==> config.mk <==
export PLATFORM = sky130hd
export DESIGN_NAME = peripheral_esp_rx
export DESIGN_NICKNAME = d
export VERILOG_FILES = /design/src/rtl/peripheral_esp_rx.sv
export SDC_FILE = /design/constraint.sdc
export NUM_CORES = 1
export LEC_CHECK = 0
export BUFFER_PORTS_ARGS = -buffer_cell sky130_fd_sc_hd__buf_2
export CORE_ASPECT_RATIO = 2
export CORE_MARGIN = 2
export CORE_UTILIZATION = 46
export CTS_CLUSTER_DIAMETER = 30
export DETAILED_ROUTE_END_ITERATION = 6
export GPL_TIMING_DRIVEN = 1
export PLACE_DENSITY = 0.77
export SLEW_MARGIN = 30
export SYNTH_ARGS = -nofsm -noshare
export SYNTH_HDL_FRONTEND = slang
export SYNTH_SLANG_ARGS = --single-unit
==> constraint.sdc <==
create_clock -name clk -period 2.87 [get_ports clk]
set_input_delay 0 -clock clk [delete_from_list [all_inputs] [get_ports clk]]
set_output_delay 0 -clock clk [all_outputs]
set_load 0.1 [all_outputs]
==> src/rtl/peripheral_esp_rx.sv <==
// UART (8N1) receiver for the ESP module return link: synchroniser, receive FSM,
// byte FIFO and a cs/rd/wr/addr register window with a pending-data interrupt.
module peripheral_esp_rx #(
  parameter int unsigned CLK_FREQ   = 50_000_000,
  parameter int unsigned BAUD       = 115_200,
  parameter int unsigned FIFO_DEPTH = 16
) (
  input  logic        clk,
  input  logic        sys_rst,
  input  logic        cs,
  input  logic        rd,
  input  logic        wr,
  input  logic [3:0]  addr,
  input  logic [15:0] d_in,
  output logic [15:0] d_out,
  input  logic        uart_rx,
  output logic        rx_irq
);

  localparam int unsigned DIV = CLK_FREQ / BAUD;
  localparam int unsigned CW  = $clog2(DIV + 1);
  localparam int unsigned AW  = (FIFO_DEPTH > 1) ? $clog2(FIFO_DEPTH) : 1;

  // Edge detection costs one cycle behind the synchroniser, so the half-bit
  // load is shortened to land the start sample at 2 + DIV/2 after the edge.
  localparam logic [CW-1:0] HALF_LOAD = CW'(DIV / 2 - 2);
  localparam logic [CW-1:0] FULL_LOAD = CW'(DIV - 1);
  localparam logic [AW:0]   DEPTH     = (AW + 1)'(FIFO_DEPTH);

  localparam logic [3:0] ADDR_RXDATA = 4'h0;
  localparam logic [3:0] ADDR_STATUS = 4'h2;
  localparam logic [3:0] ADDR_CTRL   = 4'h4;

  typedef enum logic [1:0] {
    S_IDLE,
    S_START,
    S_DATA,
    S_STOP
  } state_t;

  logic [1:0]    sync_q;
  logic          prev_q;
  logic          rx_s;

  state_t        state_q, state_d;
  logic [CW-1:0] cnt_q, cnt_d;
  logic [2:0]    bit_q, bit_d;
  logic [7:0]    shreg_q, shreg_d;
  logic          push_req;
  logic          ferr_set;

  logic [7:0]    mem_q [FIFO_DEPTH];
  logic [AW-1:0] wr_ptr_q, rd_ptr_q;
  logic [AW:0]   count_q, count_d;
  logic          empty, full;
  logic          do_push, pop, flush;

  logic          overrun_q, overrun_d, ovr_set;
  logic          frame_err_q, frame_err_d;

  logic          rd_acc, rd_acc_q, rd_first, ctrl_wr;
  logic [15:0]   status;
  logic [15:0]   rdata;
  logic [15:0]   d_out_q;
  logic          irq_q;
  logic          unused_d_in;

  assign unused_d_in = ^d_in[15:3];

  always_ff @(posedge clk or posedge sys_rst) begin
    if (sys_rst) begin
      sync_q <= '1;
      prev_q <= 1'b1;
    end else begin
      sync_q <= {sync_q[0], uart_rx};
      prev_q <= sync_q[1];
    end
  end

  assign rx_s = sync_q[1];

  always_ff @(posedge clk or posedge sys_rst) begin
    if (sys_rst) begin
      state_q <= S_IDLE;
      cnt_q   <= '0;
      bit_q   <= '0;
      shreg_q <= '0;
    end else begin
      state_q <= state_d;
      cnt_q   <= cnt_d;
      bit_q   <= bit_d;
      shreg_q <= shreg_d;
    end
  end

  // Start detection is a synchronised falling edge, so after a frame error
  // with the line held low nothing restarts until the line returns high.
  always_comb begin
    state_d  = state_q;
    cnt_d    = cnt_q;
    bit_d    = bit_q;
    shreg_d  = shreg_q;
    push_req = 1'b0;
    ferr_set = 1'b0;
    unique case (state_q)
      S_IDLE: begin
        if (!rx_s && prev_q) begin
          state_d = S_START;
          cnt_d   = HALF_LOAD;
        end
      end
      S_START: begin
        if (cnt_q == '0) begin
          if (!rx_s) begin
            state_d = S_DATA;
            cnt_d   = FULL_LOAD;
            bit_d   = '0;
          end else begin
            state_d = S_IDLE;
          end
        end else begin
          cnt_d = cnt_q - 1'b1;
        end
      end
      S_DATA: begin
        if (cnt_q == '0) begin
          shreg_d = {rx_s, shreg_q[7:1]};
          cnt_d   = FULL_LOAD;
          bit_d   = bit_q + 1'b1;
          if (bit_q == 3'd7) state_d = S_STOP;
        end else begin
          cnt_d = cnt_q - 1'b1;
        end
      end
      S_STOP: begin
        if (cnt_q == '0) begin
          push_req = rx_s;
          ferr_set = ~rx_s;
          state_d  = S_IDLE;
        end else begin
          cnt_d = cnt_q - 1'b1;
        end
      end
      default: state_d = S_IDLE;
    endcase
  end

  assign rd_acc   = cs & rd & ~wr;
  assign rd_first = rd_acc & ~rd_acc_q;
  assign ctrl_wr  = cs & wr & (addr == ADDR_CTRL);
  assign flush    = ctrl_wr & d_in[2];

  assign empty   = (count_q == '0);
  assign full    = (count_q == DEPTH);
  assign pop     = rd_first & (addr == ADDR_RXDATA) & ~empty;
  assign do_push = push_req & (~full | pop) & ~flush;
  assign ovr_set = push_req & full & ~pop & ~flush;

  always_comb begin
    count_d = count_q;
    if (flush) begin
      count_d = '0;
    end else begin
      if (do_push && !pop) count_d = count_q + 1'b1;
      if (pop && !do_push) count_d = count_q - 1'b1;
    end
  end

  always_ff @(posedge clk) begin
    if (do_push) mem_q[wr_ptr_q] <= shreg_q;
  end

  always_ff @(posedge clk or posedge sys_rst) begin
    if (sys_rst) begin
      wr_ptr_q <= '0;
      rd_ptr_q <= '0;
      count_q  <= '0;
      irq_q    <= 1'b0;
    end else begin
      count_q <= count_d;
      irq_q   <= (count_d != '0);
      if (flush) begin
        wr_ptr_q <= '0;
        rd_ptr_q <= '0;
      end else begin
        if (do_push) wr_ptr_q <= wr_ptr_q + 1'b1;
        if (pop)     rd_ptr_q <= rd_ptr_q + 1'b1;
      end
    end
  end

  assign overrun_d   = (overrun_q & ~(ctrl_wr & d_in[0])) | ovr_set;
  assign frame_err_d = (frame_err_q & ~(ctrl_wr & d_in[1])) | ferr_set;

  always_ff @(posedge clk or posedge sys_rst) begin
    if (sys_rst) begin
      overrun_q   <= 1'b0;
      frame_err_q <= 1'b0;
    end else begin
      overrun_q   <= overrun_d;
      frame_err_q <= frame_err_d;
    end
  end

  assign status = {4'h0, frame_err_q, overrun_q, full, empty,
                   {(7 - AW){1'b0}}, count_q};

  always_comb begin
    rdata = '0;
    unique case (addr)
      ADDR_RXDATA: if (!empty) rdata = {8'h00, mem_q[rd_ptr_q]};
      ADDR_STATUS: rdata = status;
      default:     rdata = '0;
    endcase
  end

  always_ff @(posedge clk or posedge sys_rst) begin
    if (sys_rst) begin
      rd_acc_q <= 1'b0;
      d_out_q  <= '0;
    end else begin
      rd_acc_q <= rd_acc;
      if (rd_first) d_out_q <= rdata;
    end
  end

  assign d_out  = d_out_q;
  assign rx_irq = irq_q;

endmodule

## After elaboration in Yosys (flattened, before gate mapping)

Memory sizes are Yosys's and may differ from the RTL's.
Index checks and enable logic that the tools add are counted.

- Flip-flop bits (word level): 58
- RAM bits: 128
- Input bits: 26
- Output and inout port bits: 17
- Memories: 1

Memories:

| memory | words | bits a word | rd ports | clocked after memory_dff | write ports | line | text |
|---|---|---|---|---|---|---|---|
| mem_q | 16 | 8 | 1 | 0 | 1 | 52 | `logic [7:0] mem_q [FIFO_DEPTH];` |

- Add/subtract/negate cells: 6
- Equality and inequality tests: 15
- Mux-type cells: 32
- Bitwise operators: 29
- Reduce and logical (&&, ||, !) cells: 18

Operator list:

| cell | number |
|---|---|
| $mux 9 | 5 |
| $pmux 9 s4 | 1 |
| $pmux 16 s2 | 1 |
| $and 1x1->1 | 17 |
| $mux 4 | 4 |
| $mux 5 | 3 |
| $ne 2x2->1 const B | 7 |
| $mux 2 | 6 |
| $logic_not 9->1 | 1 |
| $mux 3 | 3 |
| $not 1->1 | 9 |
| $sub 9x1->9 const B | 1 |
| $add 4x1->4 const B | 2 |
| $mux 8 | 1 |
| $pmux 2 s4 | 1 |
| $mux 1 | 6 |
| $pmux 3 s2 | 1 |
| $reduce_bool 2->1 | 3 |
| $add 5x1->5 const B | 1 |
| $eq 5x5->1 const B | 1 |
| $logic_not 5->1 | 1 |
| $reduce_and 5->1 | 1 |
| $reduce_bool 5->1 | 1 |
| $sub 5x1->5 const B | 1 |
| 15 further kinds | 22 |

## Logic depth before layout (Yosys ltp)

Gate-level depths: netlist (run 1).

- Depth in word-level cells: 13
- Gate-level depth with buffers: 9
- Gate-level depth less buffers: 8

## Least setup slack after synthesis (run 1)

No wires, ideal clock.

- Path kind: reg-to-reg
- Start point: register cnt_q[0]
- End point: memory mem_q[0][0], enable pin
- Setup time: 395 ps
- Arrival time: 2,458 ps
- Data required time: 2,475 ps
- Path slack: 18 ps
- Cell stages (with the launch flop): 8
- Clock period less this slack: 2,852 ps
- Cell sequence: dfrtp_1 > inv_1 > ha_1 > nor4b_4 > o2111ai_1 > nand2b_1 > clkbuf_1 > nor4_1

- Word-level cells in the longest chain between the ends: 7

Ends and longest elaborated chain:

| element | line | text |
|---|---|---|
| from (decl) | 46 | `logic [CW-1:0] cnt_q, cnt_d;` |
| from (signal assigned) | 90 | `cnt_q <= cnt_d;` |
| $logic_not 9->1 | 136 | `if (cnt_q == '0) begin` |
| $mux 1 | 136 |  |
| $mux 1 | 105 | `unique case (state_q)` |
| $and 1x1->1 (2 in a row) | 156 | `assign do_push = push_req & (~full \| pop) & ~flush;` |
| $mux 1 | 170 | `if (do_push) mem_q[wr_ptr_q] <= shreg_q;` |
| $mux 1 (implied by the code) | 170 |  |
| to (decl) | 52 |  |

No other way between the ends.

## Worst setup path after layout (run 1)

- Start point: register cnt_q[0]
- End point: register irq_q, in the netlist rx_irq

- Word-level cells in the longest chain between the ends: 10
- Elaborated cells on any way between the ends: 12
- Classes of those cells: mux (5); bitwise (2); reduce/logical (5)

Ends and longest elaborated chain:

| element | line | text |
|---|---|---|
| $logic_not 9->1 * | 136 |  |
| $mux 1 * | 136 |  |
| $mux 1 * | 105 |  |
| $and 1x1->1 * (2 in a row) | 156 |  |
| $logic_and 1x1->1 / $logic_not 1->1 (equally long branches) | 164, 165 |  |
| $mux 5 / $logic_and 1x1->1 (equally long branches) | 164, 165 |  |
| $mux 5 * | 165 | `if (pop && !do_push) count_d = count_q - 1'b1;` |
| $mux 5 * | 161 | `if (flush) begin` |
| net count_d[3] | 54 | `logic [AW:0] count_q, count_d;` |
| $reduce_bool 5->1 * | 181 | `irq_q <= (count_d != '0);` |
| to (signal assigned) | 181 |  |
| to (decl) | 65 | `logic irq_q;` |

The timed path passes the listed nets; every way through them passes the cells marked *.
A chain may end at the register's enable or synchronous reset.

==> results of run 1 <==
[synth_stat cells (all sizes together), types with 2 or more instances]
library cell    n  area share (%)
o31ai           3            0.28
mux2i          22             2.8
or2             2            0.16
nor4b           3            0.71
a31oi           3            0.24
buf            13            0.93
a22o            5            0.55
ha             17             2.7
o21ai          30             1.9
nand3           4            0.25
nand4           3            0.24
a221o           3            0.38
o311a           2            0.25
a211oi          2            0.19
mux2           15             2.1
a22oi           8            0.76
o22a            2            0.22
nor2           27             1.3
clkbuf         17            0.80
o32a            2            0.25
xnor2           4            0.44
nand4bb         2            0.28
and2           14             1.1
dfstp           3            0.99
a21oi          29             1.8
or3             3            0.24
dfrtp          51              16
nor3            8            0.57
edfxtp        128              48
and3            7            0.55
and4            2            0.22
mux4           22             6.2
nor4            8            0.82
nor3b           3            0.28
a221oi          6            0.66
a21o            3            0.28
xor2            2            0.22
inv            20            0.95
nand2          25             1.2
[registers in the layout, summed over array words and instances (netlist names), 2 cells and up, named ones only]
signal / flops
d_out: 12
rd_ptr_q: 4
wr_ptr_q: 4
mem_q: 128
cnt_q: 9
sync_q: 2
bit_q: 3
count_q: 5
shreg_q: 8
[stage by stage]
| step | area (um2) | instances | total power (uW) | util, % | worst slack (ns) |
|---|---|---|---|---|---|
| 4_1_cts | 9100 | 814 | 6700 | 53.2 | 0.226 |
| 6_report | 9100 | 814 | 6670 | 53.2 | 0.230 |
| 3_3_place_gp | 8430 | 776 | 4310 | 49.3 | 0.294 |
| 5_1_grt | 9100 | 814 | 6950 | 53.2 | 0.0996 |
| 2_1_floorplan | 7940 | 541 | 4080 | - | 0.0178 |
| 3_5_place_dp | 8430 | 776 | 4360 | 49.3 | 0.242 |
[worst max-delay path: stages, from the launching register on]
cell and delay, ns:
sky130_fd_sc_hd__dfrtp_1 0.41, sky130_fd_sc_hd__inv_1 0.12, sky130_fd_sc_hd__ha_1 0.16, sky130_fd_sc_hd__nor4b_4 0.29, sky130_fd_sc_hd__nand2_2 0.16, sky130_fd_sc_hd__o311a_1 0.39
sky130_fd_sc_hd__or3_1 0.30, sky130_fd_sc_hd__and3_1 0.18, sky130_fd_sc_hd__or4b_1 0.51
[area by class of cell]
class / count / area, um2
clock buffers: 19 / 443
clock inverters: 13 / 161
fillers: 1332 / 8010
inverters: 20 / 75.1
multi-input cells: 309 / 2530
flip-flops and latches: 182 / 5200
well taps: 210 / 263
repair buffers: 61 / 423
[cells in the final DEF (no fill, tap or decap), types with 4 or more instances in the layout]
| cell type | count |
|---|---|
| sky130_fd_sc_hd__edfxtp_1 | 128 |
| sky130_fd_sc_hd__dfrtp_1 | 50 |
| sky130_fd_sc_hd__a21oi_1 | 29 |
| sky130_fd_sc_hd__buf_4 | 29 |
| sky130_fd_sc_hd__nor2_1 | 27 |
| sky130_fd_sc_hd__o21ai_0 | 26 |
| sky130_fd_sc_hd__buf_2 | 25 |
| sky130_fd_sc_hd__nand2_1 | 24 |
| sky130_fd_sc_hd__mux2i_1 | 22 |
| sky130_fd_sc_hd__mux4_2 | 22 |
| sky130_fd_sc_hd__inv_1 | 19 |
| sky130_fd_sc_hd__ha_1 | 17 |
| sky130_fd_sc_hd__clkbuf_16 | 17 |
| sky130_fd_sc_hd__and2_1 | 14 |
| sky130_fd_sc_hd__mux2_2 | 13 |
| sky130_fd_sc_hd__a22oi_1 | 8 |
| sky130_fd_sc_hd__and3_1 | 7 |
| sky130_fd_sc_hd__nor3_1 | 7 |
| sky130_fd_sc_hd__nor4_1 | 7 |
| sky130_fd_sc_hd__a221oi_1 | 6 |
| sky130_fd_sc_hd__inv_6 | 6 |
| sky130_fd_sc_hd__dlygate4sd3_1 | 6 |
| sky130_fd_sc_hd__a22o_1 | 5 |
| sky130_fd_sc_hd__xnor2_1 | 4 |
| sky130_fd_sc_hd__nand3_1 | 4 |
| sky130_fd_sc_hd__o21ai_1 | 4 |
| sky130_fd_sc_hd__conb_1 | 4 |
[layer usage]
metal | global-route usage, % | vias up | wire length [um]
li1 | - | 2174 | -
met1 | 23.3 | 2388 | 6370
met2 | 31.8 | 178 | 8610
met3 | 3.42 | 33 | 806
met4 | 6.07 | 0 | 412
met5 | 0 | - | 0
[worst paths after layout]
path                                      endpoint            startpoint  depth (start not counted)  slack (ns)
max reg2reg                       rx_irq$_DFF_PP0_  cnt_q[0]$_DFFE_PP0P_                          8        0.23
min                        rd_ptr_q[0]$_DFFE_PP0P_               d_in[2]                          4        0.08
min reg2reg                    sync_q[1]$_DFF_PP1_   sync_q[0]$_DFF_PP1_                          0        0.36
max in group asynchronous         prev_q$_DFF_PP1_               sys_rst                          4        1.98
min in group asynchronous   shreg_q[1]$_DFFE_PP0P_               sys_rst                          3        0.18
max                               rx_irq$_DFF_PP0_  cnt_q[0]$_DFFE_PP0P_                          8        0.23
[where the power goes]
part	internal [uW]	switching, uW	leakage, uW
Sequential	2910	144	0.00185
Combinational	501	763	0.00126
Clock	1340	1010	0.000294
Total	4750	1920	0.00341
[cells by family (layout without fill, tap and decap cells)]
family	count (synthesis)	after routing	share of synthesized area, %
DFF	182	182	65.5
and+or+nand+nor	117	117	8.53
AOI/OAI and AO/OA	106	106	8.69
muxes	59	59	11.2
buffers and inverters	50	113	2.68
adders and majority gates	17	17	2.68
xor gates and xnor gates	6	6	0.663
other	1	4	0.0473
==> flow_summary_export.csv, run 1 <==
group,metric,value,unit
floorplanning,floorplan.die.width,96.9,um
sta,post_route_clock_period_utilization,92.0,%
placement,global_placement_routability_congestion,0.824,
power,power_density,733,nW/um2
setup_path,cp_data_required_time,3.16,ns
synth,synth_sequential_area_ratio,65.5,%
drt,avgRoutedWirePerCell,19.9,um
drt,vias_per_cell,5.86,
drt,number_of_vias_after_detailed_routing,4773,
grt,number_of_global_route_vias_before_repair,4750,
sta,skew,0.00988,ns
drt,first_iter_violations,302,
synth,synth.yosys.warnings,0,
run_status,outcome,"complete, no violations",
clocking,cts-root-to-sink-buffers,2,
floorplanning,placement_rows,68,
placement,port_buffers,25,
clocking,cell_chosen_for_the_clock_root,"sky130_fd_sc_hd__clkbuf_16",
setup_path,timing.critical_path.fanout_max,6,
sta,timing.fmax,379,MHz
sta,tns,0,ns
synth,synth-edff-count,128,
floorplanning,num_io_pins,43,
sta,rsz0062_at_grt,"false",
grt,grt_pass1_wl,26.1,mm
setup_path,critPathCaptureType,"flop",
sta,layout_min_cycle_time,2.64,ns
sta,tightestPinTransition,0.685,ns
final_layout,insertedDiodeCount,0,
drt,final_antenna_net_count,0,
grt,grt_remaining_overflow,0,
drt,wirelength,16.2,mm
clocking,cts_tree,"built",
clocking,cts_resized,0,
floorplanning,floorplan.initialDensity,46.4,%
grt,global_route.usage.total,18.3,%
grt,largest_net_degree_at_the_start_of_global_routing,48,
synth,unique_cell_type_count_in_the_yosys_netlist,63,
synth,syn_inst,538,
floorplanning,die_area,18400,um2
sta,finalSetupViolations,0,
final_layout,layout.nets,634,
clocking,clock_insertion_delay_worst_skew,0.42,ns
power,ir_worst_vdd,0.504,mV
drt,drt_pass_1_iters,5,
synth,synth_area,7930,um2
synth,syn_area_per_cell,14.7,um2
synth,synthFlopType,"sky130_fd_sc_hd__edfxtp_1",
final_layout,area_delta_synth_final,14.7,%
setup_path,critPathLaunchType,"flop",
floorplanning,die_h,190,um
clocking,numCtsBuffers,17,
sta,hold_viol,0,
final_layout,drive_above_1_share,22.2,%
floorplanning,floorplan.core_area,17100,um2
setup_path,arrival,2.93,ns
sta,worst_slew_margin_rel,54.3,%
run,maxCapViolations,0,
synth,synthArstFlopShare,29.7,%
clocking,cts.sinks,182,
worst_hold_path,holdCritPathClass,"input port to flop",
sta,timing.hold.ws,0.0832,ns
clocking,ctsHtreeMaxLevel,4,
setup_path,crit_type,"flop to flop",
clocking,clk_pin_slew,0.07,ns
power,cellLeakagePower,0.00341,uW
placement,place.detailed.hpwl,10.8,mm
clocking,cts_hold_repair.buffers,6,
synth,yosys_register_bits,182,
sta,report.final.slew_viol_count,0,
clocking,post-cts-setup-buffers,0,
grt,grt_antenna_before_repair,0,
drt,drc,0,
Power figures use the tool's default switching activity.
==> run 2, diff against run 1 <==
- PLACE_DENSITY: 0.77 -> 0.75
- REMOVE_ABC_BUFFERS: default -> 1
- clock period: 2.87 -> 2.74 ns (I/O delays scaled with it)
==> flow_summary_export.csv, run 2 (synthesis results as in run 1) <==
group,metric,value,unit
setup_path,critPathCaptureType,"flop",
setup_path,arrival,2.68,ns
sta,hold_viol,0,
sta,tightestPinTransition,0.808,ns
final_layout,most_common_cell_after_layout_fill_and_taps_aside,"sky130_fd_sc_hd__edfxtp_1",
setup_path,critical_path.top_delay_family,"simple AND/OR/NAND/NOR gates",
final_layout,largest_register_ff_count,128,
clocking,cts_tree,"built",
sta,rsz0062_at_grt,"false",
setup_path,timing.critical_path.fanout_max,8,
setup_path,path_cells,"inv_1, ha_1, nor4b_4, o2111ai_1, nand2b_1, buf_4, nor2_1, nand2_1, nor2_1, buf_4",
final_layout,drive_above_1_share,23.0,%
power,power_density,761,nW/um2
grt,global_route.usage.total,17.8,%
run,maxCapViolations,0,
drt,final_antenna_net_count,0,
clocking,cts-root-to-sink-buffers,2,
setup_path,crit_path_top_delay_cell,"sky130_fd_sc_hd__dfrtp_1",
final_layout,final_core_util,53.1,%
setup_path,cp.buffers_inverters,3,
sta,timing.hold.ws,0.0921,ns
placement,place.detailed.hpwl,10.6,mm
floorplanning,floorplan.core_area,17100,um2
final_layout,final_cell_mix,"sky130_fd_sc_hd__edfxtp_1 (128), sky130_fd_sc_hd__dfrtp_1 (50), sky130_fd_sc_hd__a21oi_1 (29), sky130_fd_sc_hd__buf_4 (29), sky130_fd_sc_hd__nor2_1 (27)",
clocking,clock_insertion_delay_worst_skew,0.42,ns
final_layout,insertedDiodeCount,0,
grt,number_of_global_route_vias_before_repair,4623,
clocking,numCtsBuffers,17,
floorplanning,die_area,18400,um2
drt,wirelength,15.9,mm
final_layout,layout.nets,634,
power,cellLeakagePower,0.00340,uW
placement,post-place-cells,776,
setup_path,cp_data_required_time,2.87,ns
sta,skew,0.0128,ns
grt,grt_pass1_wl,25.4,mm
sta,post_route_clock_period_utilization,93.1,%
floorplanning,floorplan.initialDensity,46.4,%
drt,drt_pass_1_iters,5,
sta,layout_min_cycle_time,2.55,ns
placement,global_placement_routability_congestion,0.813,
floorplanning,die_h,190,um
power,ir_worst_vdd,0.617,mV
clocking,cts.sinks,182,
clocking,cell_chosen_for_the_clock_root,"sky130_fd_sc_hd__clkbuf_16",
drt,drc,0,
final_layout,stdcell_count,814,
sta,worst_slew_margin_rel,46.1,%
floorplanning,num_io_pins,43,
run_status,outcome,"complete, no violations",
drt,vias_per_cell,5.80,
drt,number_of_vias_after_detailed_routing,4720,
sta,report.final.slew_viol_count,0,
floorplanning,floorplan.die.width,96.9,um
drt,first_iter_violations,349,
final_layout,registers.top_by_ff_count,"mem_q",
worst_hold_path,holdCritPathClass,"input port to flop",
drt,avgRoutedWirePerCell,19.6,um
sta,timing.fmax,392,MHz
placement,port_buffers,25,
grt,largest_net_degree_at_the_start_of_global_routing,48,
setup_path,crit_type,"flop to flop",
clocking,ctsHtreeMaxLevel,4,
final_layout,area_delta_synth_final,14.5,%
setup_path,critical-path-max-stage-delay,0.41,ns
sta,finalSetupViolations,0,
setup_path,critPathLaunchType,"flop",
clocking,clk_pin_slew,0.07,ns
clocking,post-cts-setup-buffers,0,
grt,grt_remaining_overflow,0,
grt,grt_antenna_before_repair,0,
floorplanning,placement_rows,68,
run 2: cell types whose count changed in the layout (fill, tap and decap cells not counted):
| cell | previous run | this run |
|---|---|---|
| sky130_fd_sc_hd__clkbuf_8 | 1 | 0 |
| sky130_fd_sc_hd__and2_1 | 14 | 11 |
| sky130_fd_sc_hd__and2_2 | 0 | 3 |
| sky130_fd_sc_hd__bufinv_16 | 2 | 1 |
| sky130_fd_sc_hd__nor3b_1 | 3 | 2 |
| sky130_fd_sc_hd__nor3b_2 | 0 | 1 |
| sky130_fd_sc_hd__inv_6 | 6 | 5 |
| sky130_fd_sc_hd__clkbuf_1 | 1 | 0 |
| sky130_fd_sc_hd__clkinvlp_4 | 1 | 2 |
| sky130_fd_sc_hd__inv_8 | 1 | 3 |
| sky130_fd_sc_hd__clkinv_2 | 1 | 2 |
run 2: final timing paths:
check                                          endpoint  slack, ns  depth (start not counted)                 start
max in group asynchronous          d_out[0]$_DFFE_PP0P_       1.79                          4               sys_rst
worst max register to register   mem_q[14][7]$_DFFE_PP_       0.19                         10  cnt_q[0]$_DFFE_PP0P_
worst min-delay path            rd_ptr_q[0]$_DFFE_PP0P_       0.09                          4               d_in[2]
min in group asynchronous        shreg_q[2]$_DFFE_PP0P_       0.28                          3               sys_rst
worst max-delay path             mem_q[14][7]$_DFFE_PP_       0.19                         10  cnt_q[0]$_DFFE_PP0P_
worst min register to register      sync_q[1]$_DFF_PP1_       0.36                          0   sync_q[0]$_DFF_PP1_
run 2: final cells by class:
| type | count | area [um2] |
|---|---|---|
| repair buffers | 61 | 423 |
| multi-input cells | 309 | 2540 |
| flip-flops and latches | 182 | 5200 |
| clock inverters | 15 | 158 |
| inverters | 20 | 75.1 |
| fillers | 1350 | 8020 |
| well taps | 210 | 263 |
| clock buffers | 17 | 425 |
run 2: metrics by stage:
| stage | setup slack (ns) | cell area [um2] | TNS, ns | total power, uW |
|---|---|---|---|---|
| 6_report | 0.188 | 9080 | 0 | 6910 |
| 5_1_grt | 0.00444 | 9080 | 0 | 7230 |
| 4_1_cts | 0.0614 | 9070 | 0 | 6960 |
| 3_5_place_dp | 0.148 | 8430 | 0 | 4590 |
| 3_3_place_gp | 0.233 | 8430 | 0 | 4550 |
| 2_1_floorplan | -0.274 | 7800 | -3.63 | 4260 |
run 2: report_power, final:
part | switching (uW) | internal (uW)
Sequential | 142 | 3050
Combinational | 814 | 533
Clock | 1080 | 1290
Total | 2040 | 4870
run 2: what timing repair did:
item | 4_1_cts | 5_1_grt
gates resized for setup | 0 | 4
hold endpoints to repair | 37 | 0
hold buffers | 6 | 0
setup endpoints to repair | 0 | 32
run 2: layer usage:
| layer | wire length (um) | vias up | GRT usage [%] |
|---|---|---|---|
| met5 | 0 | - | 0 |
| met1 | 6680 | 2385 | 23.3 |
| met2 | 8270 | 137 | 30.2 |
| met3 | 752 | 17 | 4.08 |
| li1 | - | 2181 | - |
| met4 | 223 | 0 | 4.17 |
run 2: tightest hold or removal path, cell delays in order:
cell,delay [ns]
sky130_fd_sc_hd__buf_2,0.10
sky130_fd_sc_hd__nand4_1,0.13
sky130_fd_sc_hd__nor2_1,0.13
sky130_fd_sc_hd__nor2_1,0.10
==> run 3, diff against run 2 <==
- REMOVE_ABC_BUFFERS: 1 -> default
- TNS_END_PERCENT: default -> 10
==> flow_summary_export.csv, run 3 (synthesis results as in run 1) <==
group,metric,value,unit
floorplanning,die_area,18400,um2
setup_path,path_cells,"inv_1, ha_1, nor4b_4, nand2_2, o311a_1, or3_1, and3_1, or4b_1",
final_layout,area_delta_synth_final,14.8,%
setup_path,critPathLaunchType,"flop",
floorplanning,floorplan.core_area,17100,um2
grt,number_of_global_route_vias_before_repair,4869,
setup_path,arrival,2.86,ns
sta,worst_slew_margin_rel,55.0,%
setup_path,timing.critical_path.fanout_max,4,
final_layout,layout.nets,633,
run_status,outcome,"complete, no violations",
placement,placed_area,8420,um2
floorplanning,die_h,190,um
grt,grt_antenna_before_repair,0,
setup_path,crit_path_top_delay_cell,"sky130_fd_sc_hd__or4b_1",
sta,final.setup.worst_slack,0.185,ns
drt,first_iter_violations,391,
floorplanning,num_io_pins,43,
final_layout,multiInputGateArea,2550,um2
setup_path,critPathCaptureType,"flop",
final_layout,final_core_util,53.2,%
placement,port_buffers,25,
sta,skew,0.00691,ns
final_layout,largest_register_ff_count,128,
setup_path,worst-r2r-cell-count,8,
clocking,numCtsBuffers,17,
setup_path,reg2reg_to,"rx_irq$_DFF_PP0_",
final_layout,nFillCells,1320,
setup_path,critical_path.endpoint,"rx_irq$_DFF_PP0_",
sta,rsz0062_at_grt,"false",
sta,tightestPinTransition,0.675,ns
final_layout,insertedDiodeCount,0,
clocking,cell_chosen_for_the_clock_root,"sky130_fd_sc_hd__clkbuf_16",
floorplanning,floorplan.initialDensity,46.4,%
clocking,clock_insertion_delay_worst_skew,0.43,ns
run,maxCapViolations,0,
placement,global_placement_routability_congestion,0.833,
sta,post_route_clock_period_utilization,93.2,%
setup_path,cp_data_required_time,3.04,ns
drt,wirelength,16.6,mm
final_layout,register_area,5200,um2
worst_hold_path,worst_hold_startpoint,"d_in[2]",
clocking,cts_tree,"built",
sta,finalSetupViolations,0,
power,p_total,7030,uW
final_layout,most_common_cell_after_layout_fill_and_taps_aside,"sky130_fd_sc_hd__edfxtp_1",
floorplanning,floorplan.die.width,96.9,um
drt,avgRoutedWirePerCell,20.4,um
drt,drt_pass_1_iters,5,
sta,timing.fmax,391,MHz
placement,pre_cts_ws,0.139,ns
floorplanning,placement_rows,68,
setup_path,critical-path-max-stage-delay,0.51,ns
sta,hold_viol,0,
clocking,cts-root-to-sink-buffers,2,
setup_path,crit_type,"flop to flop",
final_layout,final_cell_mix,"sky130_fd_sc_hd__edfxtp_1 (128), sky130_fd_sc_hd__dfrtp_1 (50), sky130_fd_sc_hd__a21oi_1 (29)",
grt,grt_remaining_overflow,0,
setup_path,r2r_setup_slack,0.19,ns
power,ir_worst_vdd,0.458,mV
power,power_density,772,nW/um2
sta,report.final.slew_viol_count,0,
final_layout,drive_above_1_share,23.5,%
power,cellLeakagePower,0.00339,uW
grt,global_route.usage.total,19.0,%
final_layout,postLayoutCellArea,9100,um2
grt,largest_net_degree_at_the_start_of_global_routing,28,
drt,drc,0,
setup_path,regToRegStartpoint,"cnt_q[0]$_DFFE_PP0P_",
sta,layout_min_cycle_time,2.55,ns
worst_hold_path,holdCritPathClass,"input port to flop",
clocking,ctsHtreeMaxLevel,4,
grt,grt_pass1_wl,26.9,mm
drt,number_of_vias_after_detailed_routing,4736,
drt,final_antenna_net_count,0,
clocking,cts.sinks,182,
clocking,clk_pin_slew,0.07,ns
placement,place.detailed.hpwl,11.1,mm
final_layout,registers.top_by_ff_count,"mem_q",
drt,vias_per_cell,5.83,
setup_path,crit_path_start,"cnt_q[0]$_DFFE_PP0P_",
==> run 3: cell types whose count changed in the layout (fill, tap and decap cells not counted), sizes merged <==
cell / delta
buf: -1
bufinv: +1
clkbuf: +1
clkinv: -1
clkinvlp: +1
inv: -2
==> run 3: layer usage <==
metal / track usage [%] / share of wire, % / up-vias
li1: - / - / 2179
met5: 0 / 0 / -
met3: 3.45 / 4.3 / 29
met2: 31.9 / 52 / 129
met4: 6.83 / 2.1 / 0
met1: 24.8 / 41 / 2399
==> run 3: report_power, final <==
part	switching [uW]	internal [uW]
clock network	1070	1370
registers	150	3050
logic	839	547
total	2060	4970
==> run 3: timing repair <==
action / in CTS / in global routing
hold endpoints to repair: 28 / 0
setup endpoints to repair: 0 / 65
resized for setup: 0 / 9
hold buffers: 6 / 0
buffers inserted: 0 / 0
==> run 3: layout make-up <==
class / count / area share (%)
clock inverter: 14 / 1.84
sequential: 182 / 57.1
timing repair buffer: 60 / 4.56
multi-input combinational: 309 / 28.1
tap: 210 / 2.89
inverter: 20 / 0.825
clock buffer: 18 / 4.71
==> run 3: worst min path at each step <==
| stage | endpoint | slack [ns] | depth (start not counted) |
|---|---|---|---|
| after floorplan | sync_q[0]$_DFF_PP1_ | 0.004 | 0 |
| after global placement | shreg_q[6]$_DFFE_PP0P_ | 0.07 | 2 |
| after detailed placement | shreg_q[0]$_DFFE_PP0P_ | 0.08 | 2 |
| after CTS | rd_ptr_q[0]$_DFFE_PP0P_ | 0.05 | 4 |
| after global routing | rd_ptr_q[0]$_DFFE_PP0P_ | 0.11 | 4 |
| final | rd_ptr_q[0]$_DFFE_PP0P_ | 0.06 | 4 |
==> run 3: worst max-delay path, delay by kind of cell, from the launching register on <==
family | cells | cell delay [ns]
AO/OA/AOI/OAI | 1 | 0.37
AND/OR/NAND/NOR | 5 | 1.39
adder cells (fa/ha/maj) | 1 | 0.16
buffers and inverters | 1 | 0.12
flip-flops | 1 | 0.41
==> run 3: per-stage QoR <==
stage	TNS (ns)	hold WS, ns	std cells
2_1_floorplan	-3.59	0.00448	541
3_3_place_gp	0	0.0728	775
3_5_place_dp	0	0.0777	775
4_1_cts	0	0.0498	813
5_1_grt	0	0.114	813
6_report	0	0.0572	813
